## config.mk

```make
export PLATFORM = sky130hd
export DESIGN_NAME = dual_sng
export DESIGN_NICKNAME = d
export VERILOG_FILES = /design/src/rtl/dual_sng.sv
export SDC_FILE = /design/constraint.sdc
export NUM_CORES = 1
export LEC_CHECK = 0
export ABC_AREA = 1
export ABC_CLOCK_PERIOD_IN_PS = 2660
export BUFFER_PORTS_ARGS = -buffer_cell sky130_fd_sc_hd__buf_2
export CELL_PAD_IN_SITES_DETAIL_PLACEMENT = 1
export CELL_PAD_IN_SITES_GLOBAL_PLACEMENT = 2
export CORE_MARGIN = 5
export CORE_UTILIZATION = 34
export DETAILED_ROUTE_END_ITERATION = 8
export MAX_ROUTING_LAYER = met4
export PLACE_DENSITY = 0.9
export SYNTH_ARGS = -nofsm -noshare
export SYNTH_HDL_FRONTEND = slang
export SYNTH_SLANG_ARGS = --single-unit
```

## constraint.sdc

```tcl
create_clock -name clk -period 2.66 [get_ports clk]
set_input_delay 0.399 -clock clk [delete_from_list [all_inputs] [get_ports clk]]
set_output_delay 0.399 -clock clk [all_outputs]
set_load 0.02 [all_outputs]
```

## src/rtl/dual_sng.sv

```systemverilog
// Dual-channel stochastic number generator: converts two WIDTH-bit operands into 2^WIDTH-bit unary streams.
// Optional build macro DUAL_SNG_DECORR_EN: channel 1 compares against the non-reversed counter (decorrelated).
module dual_sng #(
  parameter int unsigned WIDTH = 8
) (
  input  logic             clk,
  input  logic             rst_n,
  input  logic             start,
  input  logic [WIDTH-1:0] bin0,
  input  logic [WIDTH-1:0] bin1,
  input  logic             hold,
  output logic             ready,
  output logic             out0,
  output logic             out1,
  output logic             out_valid,
  output logic             done
);

  localparam logic [WIDTH-1:0] CNT_MAX = '1;

  typedef enum logic {
    S_IDLE = 1'b0,
    S_RUN  = 1'b1
  } state_t;

  state_t           r_state;
  state_t           w_state_nxt;
  logic [WIDTH-1:0] r_cnt;
  logic [WIDTH-1:0] w_cnt_nxt;
  logic [WIDTH-1:0] r_b0;
  logic [WIDTH-1:0] w_b0_nxt;
  logic [WIDTH-1:0] r_b1;
  logic [WIDTH-1:0] w_b1_nxt;

  logic             w_step;
  logic             w_last;
  logic             w_ready;
  logic             w_accept;
  logic [WIDTH-1:0] w_rng0;
  logic [WIDTH-1:0] w_rng1;

  // A stream bit is emitted whenever RUN is not stalled; the final position also frees the block.
  assign w_step   = (r_state == S_RUN) && !hold;
  assign w_last   = (r_cnt == CNT_MAX);
  assign w_ready  = (r_state == S_IDLE) || (w_step && w_last);
  assign w_accept = start && w_ready;

  // Bit-reversed counter gives a low-discrepancy sequence so each prefix stays well distributed.
  always_comb begin
    w_rng0 = '0;
    for (int i = 0; i < int'(WIDTH); i++) begin
      w_rng0[i] = r_cnt[int'(WIDTH) - 1 - i];
    end
  end

`ifdef DUAL_SNG_DECORR_EN
  assign w_rng1 = r_cnt;
`else
  assign w_rng1 = w_rng0;
`endif

  // State register and operand/position registers.
  always_ff @(posedge clk or negedge rst_n) begin
    if (!rst_n) begin
      r_state <= S_IDLE;
      r_cnt   <= '0;
      r_b0    <= '0;
      r_b1    <= '0;
    end else begin
      r_state <= w_state_nxt;
      r_cnt   <= w_cnt_nxt;
      r_b0    <= w_b0_nxt;
      r_b1    <= w_b1_nxt;
    end
  end

  // Next-state: load on accept, advance on unstalled RUN, leave RUN only after the last position.
  always_comb begin
    w_state_nxt = r_state;
    w_cnt_nxt   = r_cnt;
    w_b0_nxt    = r_b0;
    w_b1_nxt    = r_b1;
    if (w_accept) begin
      w_state_nxt = S_RUN;
      w_cnt_nxt   = '0;
      w_b0_nxt    = bin0;
      w_b1_nxt    = bin1;
    end else begin
      case (r_state)
        S_IDLE: begin
          w_state_nxt = S_IDLE;
        end
        S_RUN: begin
          if (w_step) begin
            if (w_last) begin
              w_state_nxt = S_IDLE;
              w_cnt_nxt   = '0;
            end else begin
              w_cnt_nxt = r_cnt + WIDTH'(1);
            end
          end
        end
        default: begin
          w_state_nxt = S_IDLE;
        end
      endcase
    end
  end

  assign ready     = w_ready;
  assign out_valid = w_step;
  assign done      = w_step && w_last;
  assign out0      = (r_b0 > w_rng0) && w_step;
  assign out1      = (r_b1 > w_rng1) && w_step;

endmodule

```

==> out/results.tsv <==
stage	metric	value	unit
critical_path	CP Cell Sequence	inv_1 > ha_1 > nand2_1 > nor2_1 > o21ai_0 > a21oi_1 > buf_2	
layout	layout cells sized above 1	15.6	%
floorplanning	Std-Cell Rows	24	
critical_path	CP top delay family	flip-flops	
placed_design	IO Port Bufs	24	
logic_synthesis	Synth Warn #	0	
pwr	power density over the cells	670	nW/um^2
sta	Achievable Freq	458	MHz
logic_synthesis	library cells used by synthesis	20	
global_routing	Congestion Overflow GR	0	
global_routing	initial antenna violation count	0	
clocking	Clock Tree Buf Depth	2	
critical_path	Critical R2R Launch	r_cnt[0]	
floorplanning	Initial Util	35.3	%
pwr	Lkg Pwr	0.962	nW
critical_path	Reg2Reg Capture Point	r_b1[5]	
global_routing	largest net degree at the start of global routing	26	
clocking	CTS buffer count	3	
critical_path	worst-path maximum fanout	4	
drt	Routed WL	3510	um
logic_synthesis	Syn Inst Count	199	
critical_path	type of the worst setup path	flop to output pin	
sta	min Tclk post-route	2.19	ns
floorplanning	Top Ports	25	
critical_path	crit path launch type	flop	
placed_design	DP Wirelength	2680	um
critical_path	CP Capture Type	output pin	
layout	non-filler instance count after layout	276	
sta	max-slew violations	0	
logic_synthesis	post-synth net total	236	
sta	RSZ-0062 raised after global routing	no	
floorplanning	area of the core	4350	sq um
run	max capacitance violation total	0	
sta	Worst slew margin	60.8	%
critical_path	CP peak stage delay	0.40	ns
clocking	CTS root buf	clkbuf_8	
critical_path	reg2reg setup slack	1.05	ns
global_routing	vias in the first global route	1388	
layout	Final nets	262	
sta	Fin. Hold Viols	0	
drt	post-route ant nets	0	
drt	Detailed Routing Iterations Pass 1	3	
critical_path	worst path required time	2.26	ns
clocking	CTS clk-pin slew, worst paths	0.09	ns
drt	vias per cell	4.72	
logic_synthesis	Yosys reg bits	25	
drt	Via Count	1303	
sta	slew of the pin with the lowest slew margin	0.588	ns
drt	1st-iter DRT viols	54	
clocking	clock latency on the worst-skew pair	0.27	ns
floorplanning	die height	77.2	um
clocking	# clock sinks	25	
placed_design	GPL Wtd Cong	0.765	
drt	DRC Markers	0	
pwr	Power Total	1.17	mW
critical_path	Reg2Reg Depth	9	
clocking	cts hold-fix bufs	0	
critical_path	Crit-path slowest cell	dfrtp_1	
logic_synthesis	Post-Syn Area per Cell	7.71	sq um
sta	Fin Setup TNS	0	ns
layout	Inserted Diodes	0	
global_routing	Global Route Usage Sum	13.0	%
critical_path	CP bufs+invs	2	
layout	final cell utilization of the core	40.0	%
clocking	Post-CTS Setup Bufs	0	
sta	number of setup violations in the final report	0	
logic_synthesis	register area share after synthesis	40.7	%
floorplanning	Die Wd	77.2	um
layout	area delta synth->final	13.4	%
floorplanning	full die area	5960	sq um
placed_design	# placed instances	272	
clocking	H-Tree Depth	1	
drt	drt wl/cell	12.7	um
global_routing	first-pass GRT wire length	6220	um
min_path	Hold WC Path Type	input port to asynchronous set/reset pin	
pwr	VDD IR max	0.186	mV
sta	Hold WS	0.114	ns
critical_path	Worst Path Arrival	1.79	ns
clocking	TritonCTS clock tree	yes	
clocking	count of cells resized by post-cts repair	0	
sta	Worst Clk Skew	0.00802	ns
status	status	completed	
logic_synthesis	Synth Cell Area	1540	sq um
sta	period utilization	82.2	%
layout by cell type (no fill, tap or decap):
master / n
clkbuf_8: 3
inv_2: 2
inv_1: 17
o2111ai_1: 1
nor2_2: 1
nand2_1: 88
o21ai_0: 6
nand3_1: 5
nor2_4: 1
nand2_4: 2
a21oi_1: 9
buf_2: 24
xor2_1: 3
o21a_1: 2
nand3_2: 1
dfrtp_1: 25
clkbuf_1: 1
inv_6: 1
nand4_1: 2
ha_1: 17
nor2_1: 13
synthesized netlist by cell type (all sizes together):
cell     instances  area [sq um]
ha              17           213
o21ai            6          30.0
nand4            2          12.5
nor2            15          66.3
dfrtp           25           626
inv             20          80.1
buf              3          25.0
nand3            6          35.0
o21a             2          15.0
a21oi            9          45.0
o2111ai          1          8.76
nand2           90           353
xor2             3          26.3
area by class of cell:
class | instances | area [sq um]
fill | 543 | 2610
multi-input combinational | 151 | 805
sequential | 25 | 626
timing repair buffer | 24 | 120
inverter | 20 | 80.1
tap | 52 | 65.1
clock buffer | 4 | 45.0
through the flow:
| stage | instance area [sq um] | setup WS, ns |
|---|---|---|
| 4_1_cts | 1740 | 0.458 |
| 3_5_place_dp | 1700 | 0.763 |
| 2_1_floorplan | 1540 | 0.895 |
| 5_1_grt | 1740 | 0.301 |
| 6_report | 1740 | 0.475 |
| 3_3_place_gp | 1700 | 0.790 |
flip-flops by register name, summed over array words and instances (netlist names):
register / flops
r_b0: 8
r_b1: 8
r_cnt: 8
r_state: 1
power by group:
| group | switching (mW) | internal, mW | total, mW |
|---|---|---|---|
| sequential | 0.0674 | 0.446 | 0.513 |
| clock | 0.127 | 0.107 | 0.234 |
| combinational | 0.250 | 0.168 | 0.418 |
metal layers:
layer	share of wire [%]	track usage [%]
met2	47	20.7
met4	0.97	2.58
met1	48	16.8
met3	3.8	3.04
met5	0	-
logic make-up (layout without fill, tap and decap cells):
group	Yosys count	in the layout	share of synthesized area, %
AND/OR/NAND/NOR	113	113	30.4
flip-flops	25	25	40.7
buffers and inverters	23	48	6.85
AO/OA/AOI/OAI	18	18	6.44
adder cells (fa/ha/maj)	17	17	13.9
XOR/XNOR	3	3	1.71
worst max path at each step:
stage                     cells past startpoint   end      from
after floorplan                               6  out1  r_cnt[4]
after detailed placement                      7  out1  r_cnt[0]
after global placement                        7  out1  r_cnt[0]
after CTS                                     7  out1  r_cnt[2]
after global routing                          7  out1  r_cnt[2]
final                                         7  out1  r_cnt[0]
(Power assumes the default switching activity.)
